===== config.mk =====
export PLATFORM = sky130hd
export DESIGN_NAME = limb_fetch
export DESIGN_NICKNAME = d
export VERILOG_FILES = /design/src/rtl/limb_pkg.sv /design/src/rtl/limb_call_stack.sv /design/src/rtl/limb_fetch.sv
export SDC_FILE = /design/constraint.sdc
export NUM_CORES = 1
export LEC_CHECK = 0
export BUFFER_PORTS_ARGS = -buffer_cell sky130_fd_sc_hd__buf_2
export CORE_MARGIN = 1.5
export CORE_UTILIZATION = 55
export CTS_BUF_LIST = sky130_fd_sc_hd__clkbuf_4 sky130_fd_sc_hd__clkbuf_8 sky130_fd_sc_hd__clkbuf_16
export CTS_CLUSTER_SIZE = 20
export DETAILED_ROUTE_END_ITERATION = 7
export GPL_TIMING_DRIVEN = 0
export PLACE_DENSITY = 0.77
export REMOVE_ABC_BUFFERS = 1
export SKIP_CTS_REPAIR_TIMING = 1
export SYNTH_ARGS = -nofsm -noshare
export SYNTH_HDL_FRONTEND = slang
export SYNTH_SLANG_ARGS = --single-unit

===== constraint.sdc =====
create_clock -name clk -period 3.4 [get_ports clk]
set_input_delay 0.17 -clock clk [delete_from_list [all_inputs] [get_ports clk]]
set_output_delay 0.17 -clock clk [all_outputs]
set_load 0.02 [all_outputs]

===== src/rtl/limb_pkg.sv =====
// limb_pkg: shared types and widths for the Limb CPU front end
package limb_pkg;
  localparam int LIMB_ADDR_W = 8;
  localparam int LIMB_INSTR_W = 32;
  typedef enum logic [1:0] {SEQ, BRANCH, CALL, RET} res_kind_e;
  typedef enum logic [1:0] {S_FETCH, S_ISSUE, S_RESOLVE, S_HALT} fetch_state_e;
endpackage


===== src/rtl/limb_call_stack.sv =====
// limb_call_stack: hardware return-address LIFO
module limb_call_stack #(
  parameter int ADDR_W = 8,
  parameter int STACK_DEPTH = 16,
  localparam int DW = $clog2(STACK_DEPTH + 1),
  localparam int AW = STACK_DEPTH > 1 ? $clog2(STACK_DEPTH) : 1
) (
  input  logic              clk,
  input  logic              reset,
  input  logic              push,
  input  logic              pop,
  input  logic [ADDR_W-1:0] din,
  output logic [ADDR_W-1:0] top,
  output logic              full,
  output logic              empty,
  output logic [DW-1:0]     depth
);
  logic [ADDR_W-1:0] mem [STACK_DEPTH];
  assign full = depth == DW'(STACK_DEPTH);
  assign empty = depth == '0;
  assign top = mem[AW'(depth - 1'b1)];
  // occupancy counter; only this needs reset since entries above depth are dead
  always_ff @(posedge clk or posedge reset)
    if (reset) depth <= '0;
    else if (push && !full) depth <= depth + 1'b1;
    else if (pop && !empty) depth <= depth - 1'b1;
  // entry storage, written at the current depth on push
  always_ff @(posedge clk)
    if (push && !full) mem[AW'(depth)] <= din;
endmodule


===== src/rtl/limb_fetch.sv =====
// limb_fetch: program counter, instruction fetch and call/return control
module limb_fetch
  import limb_pkg::*;
#(
  parameter int ADDR_W = LIMB_ADDR_W,
  parameter int INSTR_W = LIMB_INSTR_W,
  parameter int STACK_DEPTH = 16,
  localparam int DW = $clog2(STACK_DEPTH + 1)
) (
  input  logic               clk,
  input  logic               reset,
  output logic [ADDR_W-1:0]  rom_addr,
  input  logic [INSTR_W-1:0] rom_data,
  output logic [INSTR_W-1:0] ir,
  output logic [ADDR_W-1:0]  ir_pc,
  output logic               ir_valid,
  input  logic               ir_ready,
  input  logic               res_valid,
  input  logic [1:0]         res_kind,
  input  logic               res_taken,
  input  logic [ADDR_W-1:0]  res_target,
  output logic               halted,
  output logic               fault_ovf,
  output logic               fault_unf,
  output logic [DW-1:0]      cs_depth
);
  fetch_state_e state, state_d;
  logic [ADDR_W-1:0] pc, pc_d, pc_inc, top;
  logic push, pop, full, empty, set_ovf, set_unf;
  res_kind_e kind;
  assign kind = res_kind_e'(res_kind);
  assign pc_inc = pc + 1'b1;
  assign rom_addr = pc;
  assign halted = state == S_HALT;
  limb_call_stack #(.ADDR_W(ADDR_W), .STACK_DEPTH(STACK_DEPTH)) u_stack (
    .clk(clk), .reset(reset), .push(push), .pop(pop), .din(pc_inc),
    .top(top), .full(full), .empty(empty), .depth(cs_depth)
  );
  // next state, next pc and stack control; resolve inputs only matter in S_RESOLVE
  always_comb begin
    state_d = state;
    pc_d = pc;
    push = 1'b0;
    pop = 1'b0;
    set_ovf = 1'b0;
    set_unf = 1'b0;
    case (state)
      S_FETCH: state_d = S_ISSUE;
      S_ISSUE: state_d = ir_ready ? S_RESOLVE : S_ISSUE;
      S_RESOLVE:
        if (res_valid) begin
          state_d = S_FETCH;
          case (kind)
            SEQ: pc_d = pc_inc;
            BRANCH: pc_d = res_taken ? res_target : pc_inc;
            CALL:
              if (!res_taken) pc_d = pc_inc;
              else if (full) begin
                set_ovf = 1'b1;
                state_d = S_HALT;
              end else begin
                push = 1'b1;
                pc_d = res_target;
              end
            RET:
              if (empty) begin
                set_unf = 1'b1;
                state_d = S_HALT;
              end else begin
                pop = 1'b1;
                pc_d = top;
              end
            default: ;
          endcase
        end
      default: ;
    endcase
  end
  // control state, pc and sticky fault flags
  always_ff @(posedge clk or posedge reset)
    if (reset) begin
      state <= S_FETCH;
      pc <= '0;
      fault_ovf <= 1'b0;
      fault_unf <= 1'b0;
    end else begin
      state <= state_d;
      pc <= pc_d;
      fault_ovf <= fault_ovf | set_ovf;
      fault_unf <= fault_unf | set_unf;
    end
  // instruction register: load in S_FETCH, release on the issue handshake
  always_ff @(posedge clk or posedge reset)
    if (reset) begin
      ir <= '0;
      ir_pc <= '0;
      ir_valid <= 1'b0;
    end else if (state == S_FETCH) begin
      ir <= rom_data;
      ir_pc <= pc;
      ir_valid <= 1'b1;
    end else if (state == S_ISSUE && ir_ready) ir_valid <= 1'b0;
endmodule


[Word level (Yosys, flattened, before mapping)]
Memory sizes are Yosys's and may differ from the RTL's.
Cells that the tools add are included.
Word-level totals
  flip-flop bits (word level): 58
  RAM bits: 128
  word-level logic and storage cells: 73
  memories: 1
Cells by class
  add/subtract/negate cells: 3
  equality and inequality tests: 10
  muxes and demuxes: 36
  bitwise operators: 2
  reductions and logical operators: 13
Memory list
  u_stack.mem: words 16, bits a word 8, read ports 1, clocked after memory_dff 0, wr ports 1, line limb_call_stack.sv:18  | logic [ADDR_W-1:0] mem [STACK_DEPTH];
Operators by type and width (count)
  $mux 8: 4
  $pmux 8 s4: 1
  $mux 1: 22
  $mux 2: 5
  $mux 5: 2
  $add 8x1->8 const B: 1
  $eq 2x2->1 const B: 4
  $pmux 2 s3: 1
  $add 5x1->5 const B: 1
  $eq 5x5->1 const B: 1
  $logic_not 5->1: 1
  $sub 5x1->5 const B: 1
  $eq 2x1->1 const B: 2
  $logic_not 2->1: 2
  $ne 2x2->1 const B: 2
  $pmux 2 s2: 1
  $reduce_and 4->1: 1
  $reduce_bool 2->1: 2
  $logic_and 1x1->1: 3
  $ne 3x3->1 const B: 1
  $reduce_bool 3->1: 1
  $logic_not 1->1: 2
  $or 1x1->1: 2
  $reduce_and 2->1: 1

[Longest topological paths before layout]
Gate-level depths: netlist of run 1.
  depth in word-level cells: 9
  depth in mapped cells: 11
  mapped depth without buffers: 7

[Cells and area by module]
A second synthesis of run 1 with hierarchy kept.
Unflattened totals
  cell total of the unflattened synthesis: 460
  area, all modules: 7997.7 µm²
By module, submodules not included
  limb_call_stack: times used 1, cells each 268, area an instance 5469.0 µm², sequential area each 3968.8 µm²
  limb_fetch: times used 1, cells each 192, area an instance 2528.7 µm², sequential area each 1326.3 µm²

[Least setup slack after synthesis of run 1]
No wires, ideal clock.
  kind: flip-flop to flip-flop
  start point: register u_stack.depth[0]
  end point: register pc[3], in the netlist rom_addr[3]
  data arrival time: 2.661 ns
  required time: 3.264 ns
  slack: 0.603 ns
  cell stages (with the launch flop): 11
  buffers on the path: 3
  clock period less this slack: 2.797 ns
  path through: dfrtp_1 > buf_4 > buf_4 > inv_1 > ha_1 > buf_1 > mux4_2 > nand2_1 > a21oi_1 > a2111oi_0 > o21ai_0
Between the ends
  cells in the longest elaborated chain, start to end: 4
  elaborated cells on any way between the ends: 9
RTL lines
  start, declared: line limb_call_stack.sv:16  | output logic [DW-1:0] depth
  start signal, assigned: line limb_call_stack.sv:25  | else if (push && !full) depth <= depth + 1'b1;
  start signal, assigned: line limb_call_stack.sv:26  | else if (pop && !empty) depth <= depth - 1'b1;
  $sub 5x1->5: line limb_call_stack.sv:21  | assign top = mem[AW'(depth - 1'b1)];
  $mem_v2 16x8
  $mux 8: line limb_fetch.sv:66  | if (empty) begin
  $pmux 8 s4: line limb_fetch.sv:53  | case (kind)
  end signal, assigned: line limb_fetch.sv:88  | pc <= pc_d;
  end, declared: line limb_fetch.sv:28  | logic [ADDR_W-1:0] pc, pc_d, pc_inc, top;
Parallel ways exist; a longest one is shown, timed or not. The select of a mux whose other input is x is not followed.
A chain may end at the register's enable or synchronous reset.

[Worst setup path after layout of run 1]
  start point: register u_stack.depth[0]
  end point: register pc[5], in the netlist rom_addr[5]
Same word-level chain as after synthesis.

==> metrics.md, run 1 <==
| Metric | Value |
|---|---|
| Number of global-route vias before repair | `4,407` |
| Diodes inserted | `0` |
| Final nets | `approximately 670` |
| Layout cells sized above 1 | `0.3616` |
| Netlist cell types | `53` |
| Unrepaired setup endpoints after global routing | `no` |
| Register area share after synthesis | `0.6745` |
| Fin Setup TNS | `0 ns` |
| FF/Latch Area | `5299 um^2` |
| CTS Sinks | `186` |
| Multi-input gate area | `roughly 2400 um^2` |
| H-tree Lvls | `4` |
| Met1 usage | `0.3086` |
| Core Box Area | `13,880 um^2` |
| Most used flip-flop cell after synthesis | `edfxtp_1` |
| Clk_lat worst skew | `0.44 ns` |
| Syn-to-layout area delta | `20.75%` |
| GP Congestion | `0.8271` |
| Total power | `about 8.9 mW` |
| DR vias/cell | `5.922` |
| Num rows | `43` |
| GRT met3 Usage | `0.05576` |
| Bufs on Longest Clock Path | `2` |
| Post-Route Utilization | `0.6829` |
| Final setup viols | `0` |
| DR iter-0 viols | `403` |
| Final Hold Viols | `0` |
| Die Ht | `122.5 um` |
| Layout fillers | `912` |
| Synth async-reset ratio | `0.3118` |
| Largest net degree at the start of global routing | `46` |
| EDFF count, synth | `128` |
| Relative slew slack | `0.1090` |
| Fin crit period | `3.152 ns` |
| Placed Instances | `741` |
| Slew Viols, Final | `0` |
| FF-to-FF setup slack | `0.25 ns` |
| CTS Root Cell | `clkbuf_16` |
| First-pass GRT wire length | `25,070 um` |
| Post-Syn Instances | `477` |
| DIE WIDTH | `122.5 um` |
| Total gr overflow | `0` |
| Arrival time worst endpoint | `3.47 ns` |
| CTS clk-pin slew, worst paths | `0.07 ns` |
| Fmax | `317.3 MHz` |
| Final wirelength | `17,710 um` |
| Synth warnings | `0` |
| CP required | `3.72 ns` |
| Total Routing Usage GR | `0.2338` |
| Syn avg cell area | `between 15 and 20 um^2` |
| Pwr Density | `~940 nW/um^2` |
| Drt drc | `0` |
| CTS Buf Count | `17` |
| Final cycle utilization of the critical path | `0.9270` |
| Initial Util | `0.5655` |
| Worst Hold Class | `in2reg` |
| Outcome | `finished, final reports clean` |
| Final worst slack | `about 0.25 ns` |
| GRT Max-Usage Layer | `met2` |
| Max Cap Viol | `0` |
| GR Util met2 | `0.3753` |
| Worst setup path category | `reg2reg` |
| Die ar. | `15,000 um^2` |
| Detailed Place HPWL | `11,100 um` |
| Initial antenna violation count | `0` |
| First-pass iteration count of the detailed router | `5` |
| Flops & latches, synth | `186` |
| CP startpoint kind | `flip-flop` |
| Via count | `4,767` |
| Crit path max fanout | `25` |
| Top-level port count | `104` |
| Worst Skew | `0.007123 ns` |
| Leakage | `3.635 nW` |
| Routed Antenna Nets | `0` |
| Dpl ws | `-0.2800 ns` |
| Slew @ Worst Pin | `1.332 ns` |
| Peak supply drop | `0.0004721 V` |
| CTS tree | `done` |
| CP endpoint kind | `flip-flop` |
| Wirelength per Cell | `22.00 um` |
| Port bufs | `103` |
| Mapped cell area | `between 7000 and 8000 um^2` |
| Fin cells | `805` |
-- worst max-delay path, stage by stage, from the launching register on --
cell and delay, ns:
dfrtp_4 0.63, buf_12 0.24, inv_1 0.16, ha_1 0.43, xor2_4 0.53, mux4_2 0.39, mux2i_1 0.32, nor2_1 0.08
o221a_2 0.24
-- path summary, 6_finish.rpt --
path / start / to / cells after the start
hold / removal: rom_data[10] / ir[10]$_DFFE_PP0P_ / 2
hold reg to reg: ir_valid$_DFFE_PP0P_ / ir_valid$_DFFE_PP0P_ / 1
setup / recovery: u_stack.depth[0]$_DFFE_PP0P_ / rom_addr[5]$_DFFE_PP0P_ / 8
setup reg to reg: u_stack.depth[0]$_DFFE_PP0P_ / rom_addr[5]$_DFFE_PP0P_ / 8
min in group asynchronous: reset / ir_pc[7]$_DFFE_PP0P_ / 3
max in group asynchronous: reset / u_stack.depth[0]$_DFFE_PP0P_ / 4
-- flip-flops by register name, indices dropped and copies added (netlist names) --
signal / cells
fault_ovf: 1
fault_unf: 1
ir: 32
ir_pc: 8
ir_valid: 1
rom_addr: 8
state: 2
u_stack.depth: 5
u_stack.mem: 128
-- cell usage after synthesis (all sizes together) (2+ instances only) --
| cell | count | area (um^2) |
|---|---|---|
| and3 | 7 | 43.79 |
| nor3b | 2 | 15.01 |
| a22oi | 2 | 15.01 |
| a21o | 2 | 15.01 |
| or2 | 2 | 12.51 |
| clkbuf | 13 | 51.30 |
| o21ai | 18 | 90.09 |
| a31oi | 2 | 12.51 |
| xnor2 | 8 | 70.07 |
| dfrtp | 58 | 1451 |
| edfxtp | 128 | 3844 |
| mux4 | 32 | 724.4 |
| nor2 | 11 | 41.29 |
| o31ai | 2 | 15.01 |
| nand3 | 12 | 60.06 |
| nand2b | 3 | 18.77 |
| buf | 8 | 56.31 |
| a2bb2oi | 3 | 26.28 |
| a2111oi | 2 | 17.52 |
| or4 | 2 | 15.01 |
| nand4 | 2 | 12.51 |
| o221a | 2 | 22.52 |
| a32oi | 2 | 17.52 |
| nor3 | 5 | 25.02 |
| and2 | 8 | 50.05 |
| mux2i | 8 | 80.08 |
| a21oi | 8 | 43.79 |
| o211ai | 4 | 30.03 |
| nand2 | 30 | 112.6 |
| mux2 | 42 | 473.0 |
| inv | 17 | 63.81 |
| ha | 13 | 162.7 |
| xor2 | 4 | 35.03 |
-- layer usage --
metal | vias up | wire [um] | part of all wire
met5 | - | 0 | 0
met4 | 0 | 501 | 0.028
met3 | 31 | 1309 | 0.074
met2 | 223 | 8614 | 0.49
met1 | 2402 | 7281 | 0.41
li1 | 2111 | - | -
-- metrics by stage --
stage,hold WS (ns),area (um^2)
2_1_floorplan,0.3218,7742
3_3_place_gp,0.4040,8483
3_5_place_dp,0.1413,8537
4_1_cts,-0.3211,9112
5_1_grt,0.005811,9479
6_report,0.004521,9479
-- cell families after synthesis --
group | count (synthesis) | synth area share
xor+xnor | 12 | 0.01339
simple gates | 88 | 0.05563
compound gates | 58 | 0.05117
buf+inv | 38 | 0.02184
flops | 186 | 0.6745
fa+ha+maj | 13 | 0.02072
mux | 82 | 0.1627
-- final cells by class --
type / instances / area share
Timing Repair Buffer: 137 / 0.09398
Multi-Input combinational cell: 253 / 0.2558
Clock inverter: 15 / 0.01584
Inverter: 17 / 0.006732
Clock buffer: 17 / 0.04488
Tap cell: 180 / 0.02376
Sequential cell: 186 / 0.5590
-- power breakdown --
part	leakage, nW	internal [mW]	switching (mW)
sequential	1.85	3.06	0.358
clock	0.279	1.08	0.850
combinational	1.50	1.47	2.08
-- layout by cell type, fill, tap and decap left out, drive strengths merged, types with 3 or more instances in the layout --
cell type	Yosys	final
edfxtp	128	128
buf	8	107
dfrtp	58	58
mux2	42	42
mux4	32	32
nand2	30	30
dlygate4sd3	0	30
inv	17	19
o21ai	18	18
clkbuf	13	17
ha	13	13
nand3	12	12
nor2	11	11
and2	8	8
mux2i	8	8
xnor2	8	8
a21oi	8	8
clkinv	0	8
and3	7	7
nor3	5	5
o211ai	4	4
xor2	4	4
nand2b	3	3
a2bb2oi	3	3
clkinvlp	0	3
(Power assumes the default switching activity.)
==> run 2: changes to the inputs <==
BUFFER_PORTS_ARGS = default   (was -buffer_cell sky130_fd_sc_hd__buf_2)
DONT_BUFFER_PORTS = 1   (was default)
PLACE_DENSITY = 0.7   (was 0.77)
==> metrics.md, run 2 (synthesized netlist as in run 1, its figures left out) <==
| Metric | Value |
|---|---|
| Outcome | `finished, final reports clean` |
| Largest net degree at the start of global routing | `43 (-6.5%)` |
| Final Cell Area | `9074 um^2 (-4.3%)` |
| Top-level port count | `104 (unchanged)` |
| Post-Route Utilization | `0.6537 (-0.02921)` |
| Die Ht | `122.5 um (unchanged)` |
| Clock Power Share | `0.248 (+0.031)` |
| Comb power frac | `0.309 (-0.090)` |
| Max Cap Viol | `0 (unchanged)` |
| Worst setup path category | `reg2reg` |
| Total Routing Usage GR | `0.2198 (-0.01392)` |
| Arrival time worst endpoint | `3.42 ns (-0.05 ns)` |
| Routed Antenna Nets | `0 (unchanged)` |
| DR iter-0 viols | `367 (-8.9%)` |
| CTS Sinks | `186 (unchanged)` |
| Final setup viols | `0 (unchanged)` |
| Internal power | `5.657 mW (+0.68%)` |
| Total power | `8.785 mW (-1.4%)` |
| Worst Skew | `0.01292 ns (+0.005796 ns)` |
| Most flops, register | `u_stack.mem` |
| Num rows | `43 (unchanged)` |
| Clk_lat worst skew | `0.43 ns (about the same)` |
| Total gr overflow | `0 (unchanged)` |
| Initial Util | `0.5655 (unchanged)` |
| Bufs on Longest Clock Path | `2 (unchanged)` |
| Detailed Place HPWL | `10,330 um (-6.9%)` |
| Slew Viols, Final | `0 (unchanged)` |
| Final Hold Viols | `0 (unchanged)` |
| First-pass GRT wire length | `23,720 um (-5.4%)` |
| Sequential share of power | `0.443 (+0.059)` |
| Drt drc | `0 (unchanged)` |
| Initial antenna violation count | `0 (unchanged)` |
| CTS Buf Count | `17 (unchanged)` |
| Wirelength per Cell | `23.25 um (+5.7%)` |
| Final nets | `574 (-15%)` |
| First-pass iteration count of the detailed router | `5 (unchanged)` |
| Pwr Density | `968.1 nW/um^2 (+3.0%)` |
| Worst Hold Margin | `0.07222 ns (+0.06770 ns)` |
| CTS tree | `done` |
| Slew @ Worst Pin | `1.284 ns (-0.04816 ns)` |
| CTS clk-pin slew, worst paths | `0.07 ns (about the same)` |
| Number of global-route vias before repair | `4,203 (-4.6%)` |
| DR vias/cell | `6.110 (+3.2%)` |
| Net load switching power | `3.128 mW (-4.9%)` |
| Fmax | `318.6 MHz (+0.41%)` |
| Commonest cells after routing, fill and taps aside | `edfxtp_1, dfrtp_1, mux2_2, dlygate4sd3_1, mux4_2` |
| Die ar. | `15,000 um^2 (unchanged)` |
| CTS Root Cell | `clkbuf_16` |
| Via count | `4,314 (-9.5%)` |
| Syn-to-layout area delta | `15.59%` |
| Relative slew slack | `0.1412 (+0.03222)` |
| Port bufs | `0 (-100%)` |
| Core Box Area | `13,880 um^2 (unchanged)` |
| Placed Instances | `638 (-14%)` |
| GP Congestion | `0.8050 (-2.7%)` |
| CP endpoint kind | `flip-flop` |
| Layout cells sized above 1 | `0.2262 (-0.1354)` |
| Worst Hold Class | `in2reg` |
| Max reg flops | `128 (unchanged)` |
| CP required | `3.68 ns (-0.04 ns)` |
| CP startpoint kind | `flip-flop` |
| Most common cell after layout, fill and taps aside | `edfxtp_1` |
| Crit path max fanout | `32 (+28%)` |
| Peak supply drop | `0.0006053 V (+28%)` |
| Fin crit period | `3.139 ns (-0.01301 ns)` |
| DP Area | `8019 um^2 (-6.1%)` |
| Fin cells | `706 (-12%)` |
| Layout fillers | `925 (+1.4%)` |
| Final wirelength | `16,420 um (-7.3%)` |
| Largest regs | `u_stack.mem: 128 flops, ir: 32 flops` |
| Unrepaired setup endpoints after global routing | `no` |
| Final cycle utilization of the critical path | `0.9231 (-0.003825)` |
| DIE WIDTH | `122.5 um (unchanged)` |
| H-tree Lvls | `4 (unchanged)` |
| Leakage | `3.258 nW (-10%)` |
| Diodes inserted | `0 (unchanged)` |
| Sw frac | `0.3561 (-0.01325)` |
-- run 2: cell types whose count changed in the layout (fill, tap and decap cells not counted), sizes merged --
| cell | delta |
|---|---|
| buf | -104 |
| bufinv | +4 |
| clkbuf | +1 |
| clkinv | -5 |
| dlygate4sd3 | +6 |
| inv | -1 |
-- run 2: worst max-delay path, cell delays in order, from the launching register on --
cell and delay, ns:
dfrtp_4 0.77, inv_1 0.21, ha_4 0.63, mux4_1 0.42, mux2_2 0.30, or3_1 0.32, a32oi_1 0.21, o221ai_1 0.12
-- run 2: per-stage QoR --
| stage | TNS (ns) | setup WS [ns] |
|---|---|---|
| CTS | -0.5399 | -0.3629 |
| floorplan | -4.802 | -0.9101 |
| global route | 0 | 0.03228 |
| finish | 0 | 0.2614 |
| global placement | -60.60 | -2.234 |
| detailed placement | -0.5389 | -0.3581 |
-- run 2: path summary, 6_finish.rpt --
| path | startpoint | end | slack, ns | depth (start not counted) |
|---|---|---|---|---|
| worst max-delay path | u_stack.depth[0]$_DFFE_PP0P_ | rom_addr[0]$_DFFE_PP0P_ | 0.26 | 7 |
| max in group asynchronous | reset | u_stack.depth[0]$_DFFE_PP0P_ | 2.57 | 3 |
| min in group asynchronous | reset | rom_addr[0]$_DFFE_PP0P_ | 0.25 | 2 |
| worst min register to register | state[0]$_DFFE_PP0P_ | state[0]$_DFFE_PP0P_ | 0.63 | 2 |
| worst max register to register | u_stack.depth[0]$_DFFE_PP0P_ | rom_addr[0]$_DFFE_PP0P_ | 0.26 | 7 |
| worst min-delay path | res_taken | rom_addr[6]$_DFFE_PP0P_ | 0.07 | 2 |
-- run 2: metal layers --
| metal | GRT usage | routed length, um |
|---|---|---|
| met2 | 0.3307 | 7775 |
| met5 | 0 | 0 |
| met3 | 0.05855 | 1203 |
| met4 | 0.1032 | 451 |
| met1 | 0.3016 | 6988 |
-- run 2: area by class of cell --
type / instances / area (um^2) / share of cell area
Multi-Input combinational cell: 253 / 2414 / 0.2660
Tap cell: 180 / 225.2 / 0.02482
Sequential cell: 186 / 5299 / 0.5840
Inverter: 17 / 63.81 / 0.007033
Clock inverter: 13 / 224.0 / 0.02468
Timing Repair Buffer: 39 / 415.4 / 0.04578
Clock buffer: 18 / 432.9 / 0.04771
-- run 2: power groups by stage --
stage / combinational [mW] / clock, mW / sequential [mW]
global placement: 2.47 / 0 / 3.96
floorplan: 1.86 / 0 / 3.81
finish: 2.71 / 2.18 / 3.89
detailed placement: 2.55 / 0 / 3.99
global route: 2.91 / 2.31 / 3.95
CTS: 2.56 / 2.22 / 3.94
==> run 3: changes to the inputs <==
CORE_UTILIZATION = 40   (was 55)
PLACE_DENSITY = default   (was 0.7)
==> metrics.md, run 3 (synthesized netlist as in run 1, its figures left out) <==
| Metric | Value |
|---|---|
| Pwr Density | `927.8 nW/um^2 (-4.2%)` |
| Arrival time worst endpoint | `3.46 ns (+0.04 ns)` |
| Fmax | `314.2 MHz (-1.4%)` |
| Total Routing Usage GR | `0.1703 (-0.04954)` |
| Largest net degree at the start of global routing | `45 (+4.7%)` |
| Outcome | `finished, final reports clean` |
| Clk_lat worst skew | `0.43 ns (about the same)` |
| Worst Hold Margin | `0.06326 ns (-0.008963 ns)` |
| Critical Path Source | `u_stack.depth[0]$_DFFE_PP0P_` |
| Critical-path cell list | `inv_1 -> ha_4 -> mux4_2 -> mux2_2 -> or3_1 -> a32oi_1 -> o221ai_1` |
| Slew Viols, Final | `0 (unchanged)` |
| DR iter-0 viols | `263 (-28%)` |
| Number of global-route vias before repair | `4,225 (+0.52%)` |
| DIE WIDTH | `143.1 um (+17%)` |
| CP required | `3.68 ns (about the same)` |
| Fin crit period | `3.182 ns (+0.04358 ns)` |
| Hold depth | `2 (unchanged)` |
| Die Ht | `143.1 um (+17%)` |
| Largest regs | `u_stack.mem: 128 flops, ir: 32 flops` |
| Layout fillers | `1,648 (+78%)` |
| Bufs on Longest Clock Path | `2 (unchanged)` |
| GP Congestion | `0.8169 (+1.5%)` |
| Worst path max stage delay | `0.78 ns (about the same)` |
| CTS clk-pin slew, worst paths | `0.07 ns (about the same)` |
| Routed Antenna Nets | `0 (unchanged)` |
| Slew @ Worst Pin | `1.200 ns (-0.08407 ns)` |
| Via count | `4,303 (-0.25%)` |
| Die ar. | `20,470 um^2 (+37%)` |
| First-pass iteration count of the detailed router | `4 (-1)` |
| Initial Util | `0.4060 (-0.1595)` |
| Final Hold Viols | `0 (unchanged)` |
| Diodes inserted | `0 (unchanged)` |
| Final nets | `575 (+0.17%)` |
| CP startpoint kind | `flip-flop` |
| Leakage | `3.208 nW (-1.5%)` |
| Final wirelength | `17,630 um (+7.4%)` |
| Drt drc | `0 (unchanged)` |
| Unrepaired setup endpoints after global routing | `no` |
| Net load switching power | `3.136 mW (+0.25%)` |
| Internal power | `5.286 mW (-6.6%)` |
| Most common cell after layout, fill and taps aside | `edfxtp_1` |
| Total gr overflow | `0 (unchanged)` |
| Wirelength per Cell | `22.26 um (-4.3%)` |
| Final setup viols | `0 (unchanged)` |
| Worst setup path category | `reg2reg` |
| H-tree Lvls | `4 (unchanged)` |
| Worst Hold Class | `in2reg` |
| Top-level port count | `104 (unchanged)` |
| Worst Skew | `0.008512 ns (-0.004407 ns)` |
| CTS Sinks | `186 (unchanged)` |
| CTS tree | `done` |
| Commonest cells after routing, fill and taps aside | `edfxtp_1, dfrtp_1, mux2_2, dlygate4sd3_1, mux4_2` |
| Total power | `8.422 mW (-4.1%)` |
| Peak supply drop | `0.0003947 V (-35%)` |
| Layout cells sized above 1 | `0.2315 (+0.005263)` |
| Port bufs | `0 (unchanged)` |
| DR vias/cell | `5.433 (-11%)` |
| Clock Power Share | `0.221 (-0.027)` |
| Final cycle utilization of the critical path | `0.9359 (+0.01282)` |
| Syn-to-layout area delta | `15.64% (about the same)` |
| CTS Root Cell | `clkbuf_16` |
| Relative slew slack | `0.1974 (+0.05623)` |
| Core Box Area | `19,330 um^2 (+39%)` |
| Worst path slowest cell | `dfrtp_4` |
| Max reg flops | `128 (unchanged)` |
| Sw frac | `0.3724 (+0.01629)` |
| Num rows | `51 (+19%)` |
| Crit path max fanout | `32 (unchanged)` |
| CTS Buf Count | `17 (unchanged)` |
| Detailed Place HPWL | `11,140 um (+7.8%)` |
| Worst Reg-to-Reg Cells | `7 (unchanged)` |
| First-pass GRT wire length | `25,160 um (+6.1%)` |
| R2R Path Start | `u_stack.depth[0]$_DFFE_PP0P_` |
| CP endpoint kind | `flip-flop` |
| Initial antenna violation count | `0 (unchanged)` |
| Sequential share of power | `0.463 (+0.020)` |
| Comb power frac | `0.316 (+0.007)` |
| Most flops, register | `u_stack.mem` |
| Max Cap Viol | `0 (unchanged)` |
| Hold Path Origin | `res_taken` |
[run 3: through the flow]
| step | worst slack (ns) | cells | cell area [um^2] | TNS [ns] | util |
|---|---|---|---|---|---|
| after detailed placement | -0.4080 | 723 | 8130 | -1.024 | 0.4205 |
| after floorplan | -0.9101 | 456 | 7742 | -4.802 | - |
| final | 0.2178 | 792 | 9077 | 0 | 0.4695 |
| after global routing | 0.04147 | 792 | 9077 | 0 | 0.4695 |
| after CTS | -0.4494 | 754 | 8680 | -1.183 | 0.4489 |
| after global placement | -2.375 | 721 | 8074 | -86.84 | 0.4176 |
[run 3: path summary, 6_finish.rpt]
check	end	slack, ns
worst max-delay path	rom_addr[0]$_DFFE_PP0P_	0.22
worst min-delay path	rom_addr[6]$_DFFE_PP0P_	0.06
worst max register to register	rom_addr[0]$_DFFE_PP0P_	0.22
worst min register to register	state[0]$_DFFE_PP0P_	0.63
max in group asynchronous	ir_pc[1]$_DFFE_PP0P_	2.69
min in group asynchronous	ir[3]$_DFFE_PP0P_	0.17
[run 3: area by class of cell]
cell class | instances | area (um^2) | share of cell area
Timing Repair Buffer | 40 | 422.9 | 0.04659
Tap cell | 265 | 331.6 | 0.03653
Clock buffer | 17 | 425.4 | 0.04686
Clock inverter | 14 | 123.9 | 0.01365
Sequential cell | 186 | 5299 | 0.5837
Inverter | 17 | 63.81 | 0.007030
Multi-Input combinational cell | 253 | 2411 | 0.2656
[run 3: metal layers]
layer | GRT usage | part of all wire
met5 | 0 | 0
met1 | 0.2133 | 0.43
met3 | 0.06170 | 0.081
met4 | 0.04449 | 0.0098
met2 | 0.2794 | 0.48
[run 3: power groups by stage]
| stage | Combinational (mW) | Sequential [mW] | Clock [mW] |
|---|---|---|---|
| final | 2.66 | 3.90 | 1.86 |
| after global routing | 2.90 | 3.98 | 1.96 |
| after CTS | 2.52 | 3.97 | 1.89 |
| after detailed placement | 2.51 | 4.02 | 0 |
| after global placement | 2.43 | 3.99 | 0 |
| after floorplan | 1.86 | 3.81 | 0 |
[run 3: worst max-delay path, delay by kind of cell, from the launching register on]
family,cells,cell delay (ns)
AOI/OAI and AO/OA,2,0.37
adders and majority gates,1,0.66
buffers and inverters,1,0.21
DFF,1,0.78
muxes,2,0.70
and+or+nand+nor,1,0.31
